File: src/rtl/fetch_unit_if.sv
// Instruction-memory fetch bus between the fetch stage and instruction memory.
// The fetch stage is the master: it raises imem_req with imem_addr and waits
// for the memory to return imem_rdata qualified by imem_ack.
interface fetch_unit_if;
  logic        imem_req;
  logic [31:0] imem_addr;
  logic        imem_ack;
  logic [31:0] imem_rdata;

  modport master (
    output imem_req,
    output imem_addr,
    input  imem_ack,
    input  imem_rdata
  );

  modport slave (
    input  imem_req,
    input  imem_addr,
    output imem_ack,
    output imem_rdata
  );
endinterface

File: src/rtl/fetch_unit.sv
// Instruction-fetch stage of the multi-cycle CPU.
// Holds the PC, selects the next PC from PCSrc/PCWre, runs one req/ack fetch
// per accepted IRWre, latches the instruction register and freezes on the
// halt opcode (6'b111111) until reset.
// Optional build macro FETCH_PERF_CNT_EN adds a 32-bit fetch_count output
// counting accepted acks.
module fetch_unit #(
  parameter logic [31:0] RESET_PC = 32'h0000_0000
) (
  input  logic        CLK,
  input  logic        RST,
  input  logic        PCWre,
  input  logic [1:0]  PCSrc,
  input  logic        IRWre,
  input  logic [31:0] imm_ext,
  input  logic [31:0] rs_data,
  fetch_unit_if.master imem,
  output logic [31:0] pc,
  output logic [31:0] pc_plus4,
  output logic [31:0] ir,
  output logic [5:0]  op,
  output logic        ir_valid,
  output logic        fetch_busy,
  output logic        halted
`ifdef FETCH_PERF_CNT_EN
  ,
  output logic [31:0] fetch_count
`endif
);

  localparam logic [5:0] HALT_OP = 6'b111111;

  typedef enum logic [1:0] {
    ST_IDLE = 2'b00,
    ST_REQ  = 2'b01,
    ST_HALT = 2'b10
  } state_t;

  state_t      state_r, state_n;
  logic [31:0] pc_r, pc_n;
  logic [31:0] addr_r, addr_n;
  logic [31:0] ir_r, ir_n;
  logic        valid_r, valid_n;
  logic        req_r, req_n;
  logic        busy_r, busy_n;
  logic        halted_r, halted_n;
  logic [31:0] pc_plus4_s;
  logic [31:0] next_pc_s;
  logic        ack_take_s;

  assign pc_plus4_s = pc_r + 32'd4;
  // An ack only counts while a request is outstanding.
  assign ack_take_s = (state_r == ST_REQ) && imem.imem_ack;

  // Next-PC selection; all arithmetic wraps modulo 2^32.
  always_comb begin
    next_pc_s = pc_plus4_s;
    case (PCSrc)
      2'b00:   next_pc_s = pc_plus4_s;
      2'b01:   next_pc_s = pc_plus4_s + {imm_ext[29:0], 2'b00};
      2'b10:   next_pc_s = rs_data;
      2'b11:   next_pc_s = {pc_plus4_s[31:28], ir_r[25:0], 2'b00};
      default: next_pc_s = pc_plus4_s;
    endcase
  end

  // Next-state and next-register logic for the IDLE/REQ/HALT controller.
  always_comb begin
    state_n  = state_r;
    pc_n     = pc_r;
    addr_n   = addr_r;
    ir_n     = ir_r;
    valid_n  = valid_r;
    req_n    = req_r;
    busy_n   = busy_r;
    halted_n = halted_r;
    case (state_r)
      ST_IDLE: begin
        if (PCWre) begin
          pc_n    = next_pc_s;
          valid_n = 1'b0;
        end else begin
          pc_n = pc_r;
        end
        if (IRWre) begin
          // A same-edge commit fetches from the PC being committed.
          addr_n  = PCWre ? next_pc_s : pc_r;
          req_n   = 1'b1;
          busy_n  = 1'b1;
          valid_n = 1'b0;
          state_n = ST_REQ;
        end else begin
          state_n = ST_IDLE;
        end
      end
      ST_REQ: begin
        // PCWre and IRWre are ignored here so the PC stays put across a fetch.
        if (imem.imem_ack) begin
          ir_n    = imem.imem_rdata;
          valid_n = 1'b1;
          req_n   = 1'b0;
          busy_n  = 1'b0;
          if (imem.imem_rdata[31:26] == HALT_OP) begin
            state_n  = ST_HALT;
            halted_n = 1'b1;
          end else begin
            state_n = ST_IDLE;
          end
        end else begin
          state_n = ST_REQ;
        end
      end
      ST_HALT: begin
        halted_n = 1'b1;
        state_n  = ST_HALT;
      end
      default: begin
        state_n = ST_IDLE;
        req_n   = 1'b0;
        busy_n  = 1'b0;
      end
    endcase
  end

  // Controller state register.
  always_ff @(posedge CLK or negedge RST) begin
    if (!RST) begin
      state_r <= ST_IDLE;
    end else begin
      state_r <= state_n;
    end
  end

  // Datapath and registered-output registers.
  always_ff @(posedge CLK or negedge RST) begin
    if (!RST) begin
      pc_r     <= RESET_PC;
      addr_r   <= RESET_PC;
      ir_r     <= 32'h0000_0000;
      valid_r  <= 1'b0;
      req_r    <= 1'b0;
      busy_r   <= 1'b0;
      halted_r <= 1'b0;
    end else begin
      pc_r     <= pc_n;
      addr_r   <= addr_n;
      ir_r     <= ir_n;
      valid_r  <= valid_n;
      req_r    <= req_n;
      busy_r   <= busy_n;
      halted_r <= halted_n;
    end
  end

`ifdef FETCH_PERF_CNT_EN
  logic [31:0] count_r;

  // Counts accepted acks; naturally frozen in HALT since no ack is taken there.
  always_ff @(posedge CLK or negedge RST) begin
    if (!RST) begin
      count_r <= 32'h0000_0000;
    end else if (ack_take_s) begin
      count_r <= count_r + 32'd1;
    end else begin
      count_r <= count_r;
    end
  end

  assign fetch_count = count_r;
`endif

  assign imem.imem_req  = req_r;
  assign imem.imem_addr = addr_r;
  assign pc             = pc_r;
  assign pc_plus4       = pc_plus4_s;
  assign ir             = ir_r;
  assign op             = ir_r[31:26];
  assign ir_valid       = valid_r;
  assign fetch_busy     = busy_r;
  assign halted         = halted_r;

  // ack_take_s is only consumed by the optional counter.
  logic unused_s;
  assign unused_s = ack_take_s;

endmodule

File: src/flat_wrapper.sv
// flat-port wrapper written by rule: the top's interface ports become plain ports
module fetch_unit_flat 
#(
  parameter logic [31:0] RESET_PC = 32'h0000_0000
)
  (CLK, RST, PCWre, PCSrc, IRWre, imm_ext, rs_data, pc, pc_plus4, ir, op, ir_valid, fetch_busy, halted, imem_imem_req, imem_imem_addr, imem_imem_ack, imem_imem_rdata);
  fetch_unit_if imem_i ();
  input  logic CLK;
  input  logic RST;
  input  logic PCWre;
  input  logic [1:0] PCSrc;
  input  logic IRWre;
  input  logic [31:0] imm_ext;
  input  logic [31:0] rs_data;
  output logic [31:0] pc;
  output logic [31:0] pc_plus4;
  output logic [31:0] ir;
  output logic [5:0] op;
  output logic ir_valid;
  output logic fetch_busy;
  output logic halted;
  output wire logic [$bits(imem_i.imem_req)-1:0] imem_imem_req;
  output wire logic [$bits(imem_i.imem_addr)-1:0] imem_imem_addr;
  input wire logic [$bits(imem_i.imem_ack)-1:0] imem_imem_ack;
  input wire logic [$bits(imem_i.imem_rdata)-1:0] imem_imem_rdata;
  assign imem_imem_req = imem_i.imem_req;
  assign imem_imem_addr = imem_i.imem_addr;
  assign imem_i.imem_ack = imem_imem_ack;
  assign imem_i.imem_rdata = imem_imem_rdata;
  fetch_unit #(.RESET_PC(RESET_PC)) u_core (.CLK(CLK), .RST(RST), .PCWre(PCWre), .PCSrc(PCSrc), .IRWre(IRWre), .imm_ext(imm_ext), .rs_data(rs_data), .imem(imem_i), .pc(pc), .pc_plus4(pc_plus4), .ir(ir), .op(op), .ir_valid(ir_valid), .fetch_busy(fetch_busy), .halted(halted));
endmodule
File: config.mk
export PLATFORM = sky130hd
export DESIGN_NAME = fetch_unit_flat
export DESIGN_NICKNAME = d
export VERILOG_FILES = /design/src/rtl/fetch_unit_if.sv /design/src/rtl/fetch_unit.sv /design/src/flat_wrapper.sv
export SDC_FILE = /design/constraint.sdc
export NUM_CORES = 1
export LEC_CHECK = 0
export CAP_MARGIN = 20
export CELL_PAD_IN_SITES_DETAIL_PLACEMENT = 1
export CELL_PAD_IN_SITES_GLOBAL_PLACEMENT = 1
export CORE_MARGIN = 3
export CORE_UTILIZATION = 34
export DETAILED_ROUTE_END_ITERATION = 10
export GPL_TIMING_DRIVEN = 0
export MAX_ROUTING_LAYER = met4
export PLACE_DENSITY_LB_ADDON = 0.1
export SYNTH_ARGS = -nofsm -noshare
export SYNTH_HDL_FRONTEND = slang
export SYNTH_SLANG_ARGS = --single-unit
File: constraint.sdc
create_clock -name CLK -period 4.37 [get_ports CLK]
set_clock_uncertainty 0.1 [all_clocks]
set_input_delay 1.0925 -clock CLK [delete_from_list [all_inputs] [get_ports CLK]]
set_output_delay 1.0925 -clock CLK [all_outputs]
set_load 0.02 [all_outputs]
==> Yosys cells after proc, flatten, opt, wreduce, memory -nomap -nowiden <==
Cells that the tools add are included.
W data, S select, Z words.
{ "word_totals": {"register_bits": 101, "wordCells": 45, "inputBits": 103} }
{ "op_classes": {"n_eq_ne": 10, "bitwise": 1, "reduce_logical": 9, "mux": 16, "add_sub_neg": 2} }
{ "ops": {"columns": ["operator", "count"], "rows": [
  ["$pmux W32 S4", 1],
  ["$add A32 B3 Y32 const B", 1],
  ["$add A32 B32 Y32", 1],
  ["$mux W32", 1],
  ["$reduce_and A3 Y1", 3],
  ["$mux W1", 8],
  ["$eq A2 B2 Y1 const B", 3],
  ["$eq A6 B6 Y1 const B", 1],
  ["$ne A2 B2 Y1 const B", 3],
  ["$pmux W2 S3", 1],
  ["$eq A2 B1 Y1 const B", 2],
  ["$logic_not A2 Y1", 2],
  ["$mux W2", 2],
  ["$pmux W1 S2", 2],
  ["$reduce_and A2 Y1", 2],
  ["$reduce_bool A2 Y1", 2],
  ["$ne A3 B3 Y1 const B", 1],
  ["$pmux W1 S3", 1],
  ["$not A1 Y1", 1]
]} }

==> Depth between registers and ports, before layout <==
Gate-level depths: netlist of run 1.
{ "depth": {"depth_word": 4, "depth_mapped": 19} }

==> Worst setup path before layout of run 1 <==
OpenSTA, ideal clock, no wires.
{ "synth_timing": {"kind": "register to register", "from": "register u_core.pc_r[5] (netlist: u_core.pc[5])", "to": "register u_core.addr_r[30] (netlist: u_core.imem.imem_addr[30])", "t_required_ns": 4.126, "period_less_slack_ns": 4.251, "slack_ns": 0.119, "setup_ns": 0.144, "path_stages_with_launch": 20, "t_arrival_ns": 4.007, "path_cell_list": "dfrtp_1 > buf_4 > and4_1 > nand4_1 > nor2_1 > and3_1 > clkbuf_1 > nand3_1 > xnor2_1 > ha_1 > clkbuf_1 > and3_1 > o2bb2ai_1 > o41ai_1 > inv_1 > a21oi_1 > o211ai_1 > o21a_1 > nor4_1 > a32oi_1"} }
{ "synth_via": {"elab_chain_cells": 4} }
{ "synth_lines": {"columns": ["element", "line", "text"], "rows": [
  ["start: declaration", "fetch_unit.sv:40", "logic [31:0] pc_r, pc_n;"],
  ["start signal: assignment", "fetch_unit.sv:145", "pc_r <= pc_n;"],
  ["$add A32 B3 Y32", "fetch_unit.sv:51", "assign pc_plus4_s = pc_r + 32'd4;"],
  ["named net pc_plus4[24]", "flat_wrapper.sv:16", "output logic [31:0] pc_plus4;"],
  ["$add A32 B32 Y32", "fetch_unit.sv:60", "2'b01: next_pc_s = pc_plus4_s + {imm_ext[29:0], 2'b00};"],
  ["$pmux W32 S4", "fetch_unit.sv:58", "case (PCSrc)"],
  ["$mux W32", null, null],
  ["end signal: assignment", "fetch_unit.sv:146", "addr_r <= addr_n;"],
  ["end: declaration", "fetch_unit.sv:41", "logic [31:0] addr_r, addr_n;"]
]} }
The timed path passes the listed nets, and every way through them passes these cells.
A chain may end at the register's enable or synchronous reset.

==> Worst setup path in the final report of run 1 <==
{ "layout_timing": {"from": "register u_core.pc_r[4] (netlist: u_core.pc[4])", "to": "output pc_plus4[31]"} }
{ "layout_via": {"elab_chain_cells": 1} }
{ "layout_lines": {"columns": ["element", "line"], "rows": [
  ["$add A32 B3 Y32", "fetch_unit.sv:51"],
  ["end: declaration", "flat_wrapper.sv:16"]
]} }
No other way between the ends.

==> metrics, run 1 <==
DRT iter0 DRCs slightly above 400; Yosys reg bits 101; placed cell area about 9800 µm²; Hold WC Path Type reg -> reg; top-area cell type share of the netlist area roughly 36%; largest net degree at the start of global routing 55; setup ws final between 150 and 200 ps; Setup Crit Path Kind reg -> out; Tcrit/Tclk final 96.4%; CTS Buf Count 9; Placement Setup Slack -906 ps; sequential power share between 20% and 30%; Syn Inst Count a little under 800; final setup fails 0; antenna cells 0; root buffer cell clkbuf_16; Layout Cells excl Fill 1310; first-pass GRT wire length about 45 mm; post-synthesis net count between 900 and 1k; critical path fanouts, max 8; startpoint types flop; fin. max-slew vios 0; Hold Buf Count CTS 0; layout cell share with drive strength beyond 1 about an eighth; # clock sinks 101; Psw 2870 µW; Req. time, crit path 3180 ps; total core area roughly 20000 µm²; Mapped Area between 7000 and 8000 µm²; Seq/Total Area, Yosys 35.6%; Die Y-Extent 151 µm; leakage around 0.0044 µW; Detail Placement HPWL roughly 23 mm; Synth Flop Type dfrtp_1; maximum root-to-sink buffer count 2; status complete, no violations; die area approximately 23000 µm²; Yosys top cell by area dfrtp_1; unrepaired setup endpoints after global routing no; Hold Fails Final Rpt 0; later-pin clock latency in the skew report 360 ps; Vias per Instance approximately 5.5; DR pass1 iterations 5; Worst Max-Slew Pin Slew approximately 1100 ps; Final Cell Area around 10000 µm²; vias in the first global route ~7.7k; row count 52; GR Util All Layers 27.2%; Routed Wire Length about 30 mm; pwr/cell area between 600 and 700 nW/µm²; Post-synth ARST share 100%; EDFF count, synth 0; DRC 0; clock group share of total power between 10 and 15%; PortBufs around 240; post-layout util 51.2%; top cells by area, synth dfrtp_1, mux2_2, ha_1; CTS tree built; routed len/inst 23.2 µm; Ys Warns 0; Internal approximately 3500 µW; DR vias ~7.3k; area grow syn2layout 46.8%; max cap viols 0; nets 1173; Clock transition at path regs 70 ps; Starting Density 34.9%; Tmin final 4210 ps; total gr overflow 0; CP arrival around 3000 ps; remaining antenna violation count 0; H-tree depth 3; io pins 241; Die W 151 µm; Netlist cell types 64; Final GP Congestion ~0.87; most frequent cell after synthesis nand2_1; Max VDD drop roughly 0.00023 V; initial antenna violation count 0; Logic pwr share between 60% and 70%; Max transition margin between 20% and 30%; Worst Setup End Kind output port; syn_area_per_cell between 9 and 10 µm²; sw frac a little under half; fmax roughly 240 MHz; top cells by count, synth nand2_1, dfrtp_1, o21ai_0; placed cell count ~1.3k
[cell usage in the layout, fill, tap and decap left out, drive strengths merged, types with 3 or more instances in the layout]
cell type and instances:
o21a 4, and3 23, ha 34, o221ai 3, mux2 38, or2 4
nor2b 7, o31ai 4, xor2 15, a32oi 3, nand2 111, o21bai 5
mux4 11, nand4 11, xnor2 35, clkbuf 42, a21oi 61, inv 18
a31oi 9, o211ai 5, nand3 25, o22ai 3, o21ai 67, clkdlybuf4s50 235
dfrtp 101, and4 3, a21o 15, a211oi 9, a221oi 4, nand2b 5
nor3 3, nor2 37, buf 26, mux2i 25, and2 4
[worst paths after layout]
path	start	to	slack [ps]	cells past startpoint
worst max-delay path	u_core.pc[4]	pc_plus4[31]	160	8
worst min-delay path	u_core.halted	u_core.halted	370	1
worst max register to register	u_core.pc[5]	u_core.imem.imem_addr[29]	210	18
worst min register to register	u_core.halted	u_core.halted	370	1
max in group asynchronous	RST	u_core.pc[2]	2720	2
min in group asynchronous	RST	u_core.imem.imem_addr[28]	700	1
[power by group through the flow]
| stage | combinational [µW] | clock (µW) | sequential [µW] |
|---|---|---|---|
| 2_1_floorplan | 1780 | 0 | 1850 |
| 3_3_place_gp | 3660 | 0 | 1570 |
| 3_5_place_dp | 3700 | 0 | 1570 |
| 4_1_cts | 3790 | 931 | 1570 |
| 5_1_grt | 4130 | 974 | 1630 |
| 6_report | 3850 | 921 | 1590 |
[logic make-up (layout without fill, tap and decap cells)]
kind of cell	count (synthesis)	in the layout	share of synthesized area (%)
XOR/XNOR	50	50	6.16
AO/OA/AOI/OAI	215	215	18.9
buffers and inverters	71	326	4.40
adder cells (fa/ha/maj)	35	35	6.27
flip-flops	101	101	35.6
multiplexers	74	74	13.0
AND/OR/NAND/NOR	239	239	15.7
[final cells by class]
type,instances,area [µm²]
multi-input combinational,613,4500
inverter,17,63.8
sequential,101,2530
timing repair buffer,244,2440
buffer,49,230
fill,2350,9930
tap,270,338
clock inverter,5,82.6
clock buffer,11,243
[registers in the layout, indices dropped and copies added, names as in the netlist]
register	cells
u_core.halted	1
u_core.ir	32
u_core.state_r	2
u_core.pc	32
u_core.ir_valid	1
u_core.imem.imem_req	1
u_core.imem.imem_addr	32
[stage by stage]
| step | power, µW | hold WS (ps) | setup TNS [ps] |
|---|---|---|---|
| floorplan | 3630 | 340 | 0 |
| global placement | 5230 | 359 | -229730 |
| detailed placement | 5270 | 359 | -5520 |
| CTS | 6290 | 376 | 0 |
| global route | 6730 | 403 | 0 |
| finish | 6360 | 374 | 0 |
[metal layers]
metal | global-route usage (%) | wire (µm) | vias up
li1 | - | - | 3338
met1 | 37.0 | 13800 | 3650
met2 | 42.6 | 14200 | 245
met3 | 5.12 | 1950 | 24
met4 | 5.76 | 372 | 0
met5 | - | 0 | -
[timing repair]
action,in CTS,in global routing
setup buffers,4,2
gates resized for setup,21,25
endpoints found under the setup margin,24,28
pin swaps,2,5
[worst max-delay path, stage by stage (launching register included)]
cell             delay [ps]
dfrtp_1                 350
buf_4                   160
and3_2                  240
and3_1                  190
buf_4                   170
or4b_4                  540
nor2_4                  160
xnor2_1                 180
clkdlybuf4s50_1         660
No activity file was read; power rests on OpenSTA's default activity.
==> inputs of run 2 (changes only) <==
ABC_CLOCK_PERIOD_IN_PS = 4370   (was unset)
==> results of run 2 <==
Final layout, timing and power as in run 1 (identical DEF).
==> inputs of run 3 (changes only) <==
CELL_PAD_IN_SITES_DETAIL_PLACEMENT = 0   (was 1)
CORE_UTILIZATION = 29   (was 34)
==> run 3 against run 2 <==
Net effect: flip-flop and latch count unchanged; first-iteration DRC count increased by 5.4%; worst hold slack improved by 4.5 ps; critical path type unchanged.
==> metrics, run 3 (synthesized netlist as in run 1, its figures left out) <==
area grow syn2layout 48.8%; final setup fails 0; Die Y-Extent approximately 160 µm; first-pass GRT wire length roughly 45 mm; largest net degree at the start of global routing slightly below 80; maximum root-to-sink buffer count 2; initial antenna violation count 0; Tmin final 4240 ps; max cap viols 0; fin. max-slew vios 0; later-pin clock latency in the skew report around 360 ps; nets between 1k and 1.5k; Max VDD drop approximately 0.00029 V; PortBufs 237; Worst Setup End Kind output port; row count 56; layout cell share with drive strength beyond 1 between 10 and 15%; Crit-path slowest cell or4b_4; most frequent cells in the layout clkdlybuf4s50_1, nand2_1, dfrtp_1, o21ai_0, a21oi_1; Setup Crit Path Kind reg -> out; routed len/inst between 20 and 25 µm; placed cell area slightly below 10000 µm²; Hold Fails Final Rpt 0; startpoint types flop; DRT iter0 DRCs between 400 and 500; crit-path cells buf_2 > and4_1 > nand3_1 > or4b_4 > xnor2_4 > buf_4 > clkdlybuf4s50_1; unrepaired setup endpoints after global routing yes; vias in the first global route 7172; critical path fanouts, max 8; DR pass1 iterations 5; Clock transition at path regs 80 ps; Starting Density between 20 and 30%; leakage between 0.004 and 0.005 µW; status complete, no violations; pwr/cell area approximately 600 nW/µm²; Max transition margin 25.8%; placed cell count around 1.3k; die area 26400 µm²; slowest cell delay on critical path approximately 660 ps; GR Util All Layers 23.0%; # clock sinks between 100 and 150; setup ws final approximately 130 ps; remaining antenna violation count 0; Layout Cells excl Fill between 1k and 1.5k; Worst Max-Slew Pin Slew around 1100 ps; Hold Buf Count CTS 0; CP arrival between 3000 and 4000 ps; DRC 0; Detail Placement HPWL between 20 and 25 mm; commonest non-fill, non-tap cell in the layout clkdlybuf4s50_1; post-layout util around 45%; CTS Buf Count 9; Tcrit/Tclk final ~97%; root buffer cell clkbuf_16; total gr overflow 0; antenna cells 0; fmax 236 MHz; Final GP Congestion 0.889; DR vias 7115; Placement Setup Slack -948 ps; TNS Setup 0 ps; Vias per Instance 5.21; Hold WC Path Type reg -> reg; total core area 23800 µm²; Die W around 160 µm; io pins between 200 and 250; Final Cell Area around 11000 µm²; CTS tree built; H-tree depth 3; Req. time, crit path about 3200 ps; Routed Wire Length a little over 30 mm
[run 3: cell types whose count changed in the layout (fill, tap and decap cells not counted), sizes merged]
cell	change
inv	+4
buf	+8
dlygate4sd2	+1
clkinvlp	+1
clkinv	-1
clkdlybuf4s50	-1
bufinv	-2
clkbuf	-3
[run 3: metal layers]
metal | GRT usage [%] | up-vias | share of wire (%) | routed length (µm)
li1 | - | 3349 | - | -
met1 | 32.7 | 3522 | 48 | 14500
met2 | 34.8 | 231 | 45 | 13600
met3 | 4.78 | 13 | 5.9 | 1780
met4 | 3.42 | 0 | 0.88 | 267
met5 | - | - | 0 | 0
[run 3: layout make-up]
type	count	area (µm²)
fill	2381	13200
sequential	101	2530
inverter	17	63.8
tap	319	399
clock inverter	7	75.1
multi-input combinational	613	4540
buffer	48	230
clock buffer	9	225
timing repair buffer	252	2510
[run 3: worst max-delay path, delay by kind of cell, from the launching register on]
kind | cells | cell delay (ps)
XOR/XNOR | 1 | 270
buffers and inverters | 3 | 930
flip-flops | 1 | 340
AND/OR/NAND/NOR | 3 | 1140
[run 3: path summary, 6_finish.rpt]
| check | start | to | slack [ps] | cells after the start |
|---|---|---|---|---|
| worst max-delay path | u_core.pc[15] | pc_plus4[25] | 130 | 7 |
| worst min-delay path | u_core.halted | u_core.halted | 380 | 1 |
| worst max register to register | u_core.pc[15] | u_core.imem.imem_addr[30] | 240 | 15 |
| worst min register to register | u_core.halted | u_core.halted | 380 | 1 |
| max in group asynchronous | RST | u_core.imem.imem_addr[28] | 2940 | 2 |
| min in group asynchronous | RST | u_core.imem.imem_addr[8] | 490 | 1 |
[run 3: where the power goes]
group,total [µW],internal [µW],switching [µW],leakage [µW]
clock,859,410,449,0.000145
sequential,1590,1230,361,0.00121
combinational,3860,1770,2090,0.00306
total,6310,3400,2900,0.00442
[run 3: repair_timing]
item / CTS / global route
resized for setup: 23 / 34
buffers inserted: 2 / 12
setup endpoints to repair: 28 / 25
pin swaps: 2 / 9
[run 3: through the flow]
stage / hold slack (ps) / power, µW
CTS: 384 / 6220
global placement: 360 / 5280
finish: 379 / 6310
floorplan: 340 / 3630
global route: 399 / 6710
detailed placement: 352 / 5270
